<file path="src/rtl/lives_pkg.sv">
// lives_pkg
// Shared types and constants for the lives controller slice.
//   state_e       : controller state encoding (IDLE=0, PLAY=1, INVULN=2, OVER=3)
//   LIVES_W       : width of the lives count bus
//   Def*          : default parameter values for lives_controller
//   max_u()       : helper used to size the shared frame counter
package lives_pkg;

    typedef enum logic [1:0] {
        StIdle   = 2'd0,
        StPlay   = 2'd1,
        StInvuln = 2'd2,
        StOver   = 2'd3
    } state_e;

    localparam int unsigned LIVES_W = 10;

    localparam int unsigned DefInitLives   = 4;
    localparam int unsigned DefInvulnFrames = 120;
    localparam int unsigned DefBlinkHalf   = 8;
    localparam int unsigned DefOverFrames  = 180;

    function automatic int unsigned max_u(input int unsigned a, input int unsigned b);
        return (a > b) ? a : b;
    endfunction

endpackage

</file>
<file path="src/rtl/frame_down_counter.sv">
// frame_down_counter
// Loadable down counter advanced by frame ticks; holds at zero.
//   clk_i      : clock
//   rst_i      : synchronous active-high reset (count -> 0)
//   load_i     : load load_val_i (has priority over tick_i)
//   load_val_i : value to load
//   tick_i     : decrement by one (saturates at zero)
//   count_o    : current count
//   zero_o     : count is zero
//   expire_o   : this tick brings the count to zero (or it already was zero)
module frame_down_counter #(
    parameter int unsigned Width = 8
) (
    input  logic             clk_i,
    input  logic             rst_i,
    input  logic             load_i,
    input  logic [Width-1:0] load_val_i,
    input  logic             tick_i,
    output logic [Width-1:0] count_o,
    output logic             zero_o,
    output logic             expire_o
);

    logic [Width-1:0] count_q, count_d;

    always_comb begin
        count_d = count_q;
        if (load_i) begin
            count_d = load_val_i;
        end else if (tick_i && (count_q != '0)) begin
            count_d = count_q - Width'(1);
        end
    end

    always_ff @(posedge clk_i) begin
        if (rst_i) begin
            count_q <= '0;
        end else begin
            count_q <= count_d;
        end
    end

    assign count_o  = count_q;
    assign zero_o   = (count_q == '0);
    // A zero-loaded counter expires on its first tick, so a zero-length window still exits.
    assign expire_o = tick_i && (count_q <= Width'(1));

endmodule

</file>
<file path="src/rtl/lives_controller.sv">
// lives_controller
// Player life-state sequencer: owns the lives count and title/run flag, runs the
// post-hit invulnerability/blink window and the game-over hold.
//   Pclk       : 25 MHz pixel clock
//   reset      : synchronous active-high reset
//   frame_tick : one pulse per video frame
//   start_req  : start button pulse
//   hit        : player struck pulse
//   life_up    : extra life pulse
//   lives      : current life count (0..INIT_LIVES)
//   start      : 1 in title/idle, 0 while a game (or game-over hold) is running
//   game_over  : high in OVER
//   invuln     : high in INVULN
//   player_vis : player sprite enable, blinks during INVULN
//   respawn    : one-cycle pulse on the first INVULN cycle
module lives_controller
    import lives_pkg::*;
#(
    parameter int unsigned INIT_LIVES    = DefInitLives,
    parameter int unsigned INVULN_FRAMES = DefInvulnFrames,
    parameter int unsigned BLINK_HALF    = DefBlinkHalf,
    parameter int unsigned OVER_FRAMES   = DefOverFrames
) (
    input  logic               Pclk,
    input  logic               reset,
    input  logic               frame_tick,
    input  logic               start_req,
    input  logic               hit,
    input  logic               life_up,
    output logic [LIVES_W-1:0] lives,
    output logic               start,
    output logic               game_over,
    output logic               invuln,
    output logic               player_vis,
    output logic               respawn
);

    // One frame counter is shared by INVULN and OVER, so size it for the longer window.
    localparam int unsigned FrameW = $clog2(max_u(INVULN_FRAMES, OVER_FRAMES)) + 1;
    localparam int unsigned BlinkW = $clog2(BLINK_HALF) + 1;

    localparam logic [LIVES_W-1:0] InitLives  = LIVES_W'(INIT_LIVES);
    localparam logic [LIVES_W-1:0] OneLife    = LIVES_W'(1);
    localparam logic [FrameW-1:0]  InvulnLoad = FrameW'(INVULN_FRAMES);
    localparam logic [FrameW-1:0]  OverLoad   = FrameW'(OVER_FRAMES);
    localparam logic [BlinkW-1:0]  BlinkLoad  = BlinkW'(BLINK_HALF);

    state_e             state_q, state_d;
    logic [LIVES_W-1:0] lives_q, lives_d;
    logic               start_q, start_d;
    logic               game_over_q, game_over_d;
    logic               invuln_q, invuln_d;
    logic               vis_q, vis_d;
    logic               respawn_q, respawn_d;

    logic              frame_load, frame_tick_en, frame_zero, frame_expire;
    logic [FrameW-1:0] frame_val, frame_count;
    logic              blink_load, blink_tick_en, blink_zero, blink_expire;
    logic [BlinkW-1:0] blink_count;

    // Counters only see ticks in the states that own them; ticks elsewhere are not counted.
    assign frame_tick_en = frame_tick && ((state_q == StInvuln) || (state_q == StOver));
    assign blink_tick_en = frame_tick && (state_q == StInvuln);

    frame_down_counter #(
        .Width (FrameW)
    ) u_frame_cnt (
        .clk_i      (Pclk),
        .rst_i      (reset),
        .load_i     (frame_load),
        .load_val_i (frame_val),
        .tick_i     (frame_tick_en),
        .count_o    (frame_count),
        .zero_o     (frame_zero),
        .expire_o   (frame_expire)
    );

    frame_down_counter #(
        .Width (BlinkW)
    ) u_blink_cnt (
        .clk_i      (Pclk),
        .rst_i      (reset),
        .load_i     (blink_load),
        .load_val_i (BlinkLoad),
        .tick_i     (blink_tick_en),
        .count_o    (blink_count),
        .zero_o     (blink_zero),
        .expire_o   (blink_expire)
    );

    always_comb begin
        state_d    = state_q;
        lives_d    = lives_q;
        vis_d      = vis_q;
        respawn_d  = 1'b0;
        frame_load = 1'b0;
        frame_val  = InvulnLoad;
        blink_load = 1'b0;

        unique case (state_q)
            StIdle: begin
                if (start_req) begin
                    state_d = StPlay;
                    lives_d = InitLives;
                end
            end
            StPlay: begin
                // A hit wins over a same-cycle life_up, which is dropped.
                if (hit) begin
                    frame_load = 1'b1;
                    if (lives_q <= OneLife) begin
                        state_d   = StOver;
                        lives_d   = '0;
                        frame_val = OverLoad;
                    end else begin
                        state_d    = StInvuln;
                        lives_d    = lives_q - OneLife;
                        respawn_d  = 1'b1;
                        frame_val  = InvulnLoad;
                        blink_load = 1'b1;
                        vis_d      = 1'b0;
                    end
                end else if (life_up && (lives_q < InitLives)) begin
                    lives_d = lives_q + OneLife;
                end
            end
            StInvuln: begin
                if (life_up && (lives_q < InitLives)) begin
                    lives_d = lives_q + OneLife;
                end
                if (frame_expire) begin
                    state_d = StPlay;
                    vis_d   = 1'b1;
                end else if (blink_expire) begin
                    blink_load = 1'b1;
                    vis_d      = ~vis_q;
                end
            end
            StOver: begin
                if (start_req) begin
                    state_d = StPlay;
                    lives_d = InitLives;
                end else if (frame_expire) begin
                    state_d = StIdle;
                    lives_d = '0;
                end
            end
            default: begin
                state_d = StIdle;
                lives_d = '0;
                vis_d   = 1'b1;
            end
        endcase

        start_d     = (state_d == StIdle);
        game_over_d = (state_d == StOver);
        invuln_d    = (state_d == StInvuln);
    end

    always_ff @(posedge Pclk) begin
        if (reset) begin
            state_q     <= StIdle;
            lives_q     <= '0;
            start_q     <= 1'b1;
            game_over_q <= 1'b0;
            invuln_q    <= 1'b0;
            vis_q       <= 1'b1;
            respawn_q   <= 1'b0;
        end else begin
            state_q     <= state_d;
            lives_q     <= lives_d;
            start_q     <= start_d;
            game_over_q <= game_over_d;
            invuln_q    <= invuln_d;
            vis_q       <= vis_d;
            respawn_q   <= respawn_d;
        end
    end

    assign lives      = lives_q;
    assign start      = start_q;
    assign game_over  = game_over_q;
    assign invuln     = invuln_q;
    assign player_vis = vis_q;
    assign respawn    = respawn_q;

    // Counter status flags are kept for debug visibility only.
    logic unused_ok;
    assign unused_ok = ^{frame_zero, frame_count, blink_zero, blink_count};

endmodule

</file>
<file path="config.mk">
export PLATFORM = sky130hd
export DESIGN_NAME = lives_controller
export DESIGN_NICKNAME = d
export VERILOG_FILES = /design/src/rtl/lives_pkg.sv /design/src/rtl/frame_down_counter.sv /design/src/rtl/lives_controller.sv
export SDC_FILE = /design/constraint.sdc
export NUM_CORES = 1
export LEC_CHECK = 0
export CAP_MARGIN = 30
export CORE_MARGIN = 8
export CORE_UTILIZATION = 51
export DETAILED_ROUTE_END_ITERATION = 8
export HOLD_SLACK_MARGIN = 0.12
export PLACE_DENSITY_LB_ADDON = 0.05
export SYNTH_ARGS = -nofsm -noshare
export SYNTH_HDL_FRONTEND = slang
export SYNTH_SLANG_ARGS = --single-unit
export TNS_END_PERCENT = 100
</file>
<file path="constraint.sdc">
create_clock -name Pclk -period 1.8 [get_ports Pclk]
set_input_delay 0.36 -clock Pclk [delete_from_list [all_inputs] [get_ports Pclk]]
set_output_delay 0.36 -clock Pclk [all_outputs]
set_load 0.01 [all_outputs]
</file>
==> results.ini <==
[clock_network]
clk_latency_ns = 0.28
clockBufferDepth = 2
ctsHoldBuffers = 0
cts.sinks = 30
numCtsBuffers = 5
h-tree-depth = 2
clockRootBuffer = clkbuf_8
cts.reportedPaths.clkPinSlew_ns = 0.06
cts_tree = built

[logic_synthesis]
synthFlopType = dfxtp_1
synth_adder_area_share_pct = 7.74
syn_nets = 248
synth_top_family_by_area = simple AND/OR/NAND/NOR gates
yosys-top-cells-area = dfxtp_1 (31%), ha_1 (7.7%), nand2_1 (3.7%)
synth_area_um2 = 1940
synth_area_leader_cell = dfxtp_1
synthSimpleGateAreaFrac_pct = 25.9
ys_ff_latch = 30
synth_cell_types = 60
yosysSeqAreaShare_pct = 31.0
synth_top_area_share_pct = 31.0
synthXorXnorAreaFrac_pct = 4.52
synth-compound-area-share_pct = 24.0
synthArstFlopShare_pct = 0
syn_inst = 230
yosys_warnings = 0
synth_edf_count = 0
syn_area_per_cell_um2 = 8.43
muxShareOfSynthArea_pct = 1.03

[finish]
seq_area_um2 = 616
n_antenna_cell = 0
layout-drive-gt1-share_pct = 38.3
final_common_cell = buf_4
nets = 333
fillCellCount = 230
final_cell_mix = buf_4 (58), dfxtp_1 (24), clkdlybuf4s50_1 (20)
final_area_um2 = 2990
utilization_pct = 81.7
area_growth_pct = 54.3
multiInputGateArea_um2 = 1420

[sta]
setup_ws_ns = -0.167
rsz0062_at_grt = yes
tightestPinTransition_ns = 0.477
fin_crit_ns = 1.97
clock.fmax_mhz = 508
maxSlewViolCount = 0
slew_headroom_pct = 67.9
finalClockSkew_ns = 0.00763
tns_ns = -1.90
finalSetupViolCount = 20
fin_crit_sh_pct = 109
hold_violations = 0

[routing]
viasPerCell = 5.85
vias = 2129
drc = 0
ant_nets = 0
first_pass_iters = 4
wirelength_mm = 6.06
drt-wirelength-per-cell_um = 16.7
drtIter0Drc = 183

[floorplan]
die_h_um = 77.7
die_x_um = 77.7
start_util_pct = 53.0
core_um2 = 3660
io_pins = 21
rows = 22
die_area_um2 = 6030

[setup_path]
max_stage_delay_ns = 0.59
crit_start = lives[2]
worstReg2RegStart = lives[2]
cp_max_fo = 5
crit_path_top_delay_cell = or4_4
crit_path_end_kind = flip-flop
worstPathCellList = or4_4 > nor4_4 > buf_4 > a221oi_2 > a211oi_2 > buf_4 > and2_1
worstSetupPathType = reg2reg
worst_path_most_repeated_cell = buf_4
worstPathRequired_ns = 2.02
worstSetupStartpointType = flip-flop
worstPathArrival_ns = 2.19

[run]
drv_cap = 0

[grt]
grt_pass1_wl_mm = 9.56
grt_pass1_vias = 2052
grt_overflow = 0
grt_max_degree = 14
antenna_found_initial = 0
grt_usage_pct = 19.3

[worst_hold_path]
holdCritPathClass = reg2reg
min_from = player_vis

[placed_design]
place_area_um2 = 2620
dp_hpwl_mm = 4.16
routabilityCongestion = 0.873
portBuffers = 20

[power_and_ir_drop]
ir_worst_vdd_v = 0.000599
p_leak_nw = 1.20
powerDensity_nw_per_um2 = 780

[outcome]
status = finished, violations left
violations = setup timing

sequential cells by signal, indices dropped and copies added (netlist names):
register	count
u_frame_cnt.count_o	9
start	1
invuln	1
lives	10
u_blink_cnt.count_o	4
respawn	1
player_vis	1
state_q	2
game_over	1
stage by stage:
stage	setup slack, ns	std cells	hold WS [ns]	power, W
4_1_cts	-0.160	359	0.515	0.00220
6_report	-0.167	364	0.548	0.00233
3_3_place_gp	-0.235	346	0.503	0.00156
3_5_place_dp	-0.304	346	0.511	0.00157
5_1_grt	-0.202	364	0.570	0.00245
2_1_floorplan	-0.135	230	0.480	0.00122
path summary, 6_finish.rpt:
| kind | endpoint | slack [ns] | cells past startpoint |
|---|---|---|---|
| setup / recovery | state_q[0] | -0.17 | 7 |
| hold / removal | player_vis | 0.55 | 2 |
| setup reg to reg | state_q[0] | -0.17 | 7 |
| hold reg to reg | player_vis | 0.55 | 2 |
metal layers:
layer	vias up	global-route usage, %	wire length, um
li1	1012	-	-
met1	1007	22.4	2550
met2	99	33.2	3060
met3	11	4.03	341
met4	0	8.49	110
met5	-	0	0
critical path: cells and delay by family (launching register included):
family / cells / cell delay, ns
and+or+nand+nor: 3 / 0.93
buffers and inverters: 2 / 0.35
DFF: 1 / 0.33
AOI/OAI and AO/OA: 2 / 0.30
power breakdown:
part	internal (W)	switching, W
combinational	0.000509	0.000517
clock	0.000308	0.000258
sequential	0.000707	0.0000356
cells by family after synthesis:
kind of cell,after synthesis
AND/OR/NAND/NOR,90
AO/OA/AOI/OAI,60
flip-flops,30
buffers and inverters,26
adder cells (fa/ha/maj),12
XOR/XNOR,10
multiplexers,2
cells in the mapped netlist (2+ instances only):
library cell and instances:
clkbuf_1 6, mux2i_1 2, nor2_1 19, a21oi_1 11, o31ai_1 3, o21a_1 3, nor4b_1 2, nand3_1 5
o21ai_0 9, inv_1 16, nand4_1 5, xnor2_1 5, xor2_1 5, o32ai_1 2, a221oi_1 2, or4_1 2
o211ai_1 2, a22oi_1 2, o22ai_1 2, nor3_1 11, dfxtp_1 30, ha_1 12, nor4_1 3, and2_1 4
nand2_1 19, nand2b_1 4, a31oi_1 6, a2111oi_0 2, buf_6 2, a22o_1 2, nor2b_1 3
layout make-up:
class | instances | share of cell area (%)
Clock buffer | 7 | 2.88
Clock inverter | 1 | 0.167
Inverter | 16 | 2.09
Multi-Input combinational cell | 174 | 47.3
Sequential cell | 30 | 20.6
Tap cell | 48 | 2.01
Timing Repair Buffer | 88 | 25.0
repair_timing:
action	in CTS	in global routing
endpoints found under the setup margin	25	29
gates resized for setup	33	19
setup buffers	5	5
pin swaps	11	10
Power figures use the tool's default switching activity.
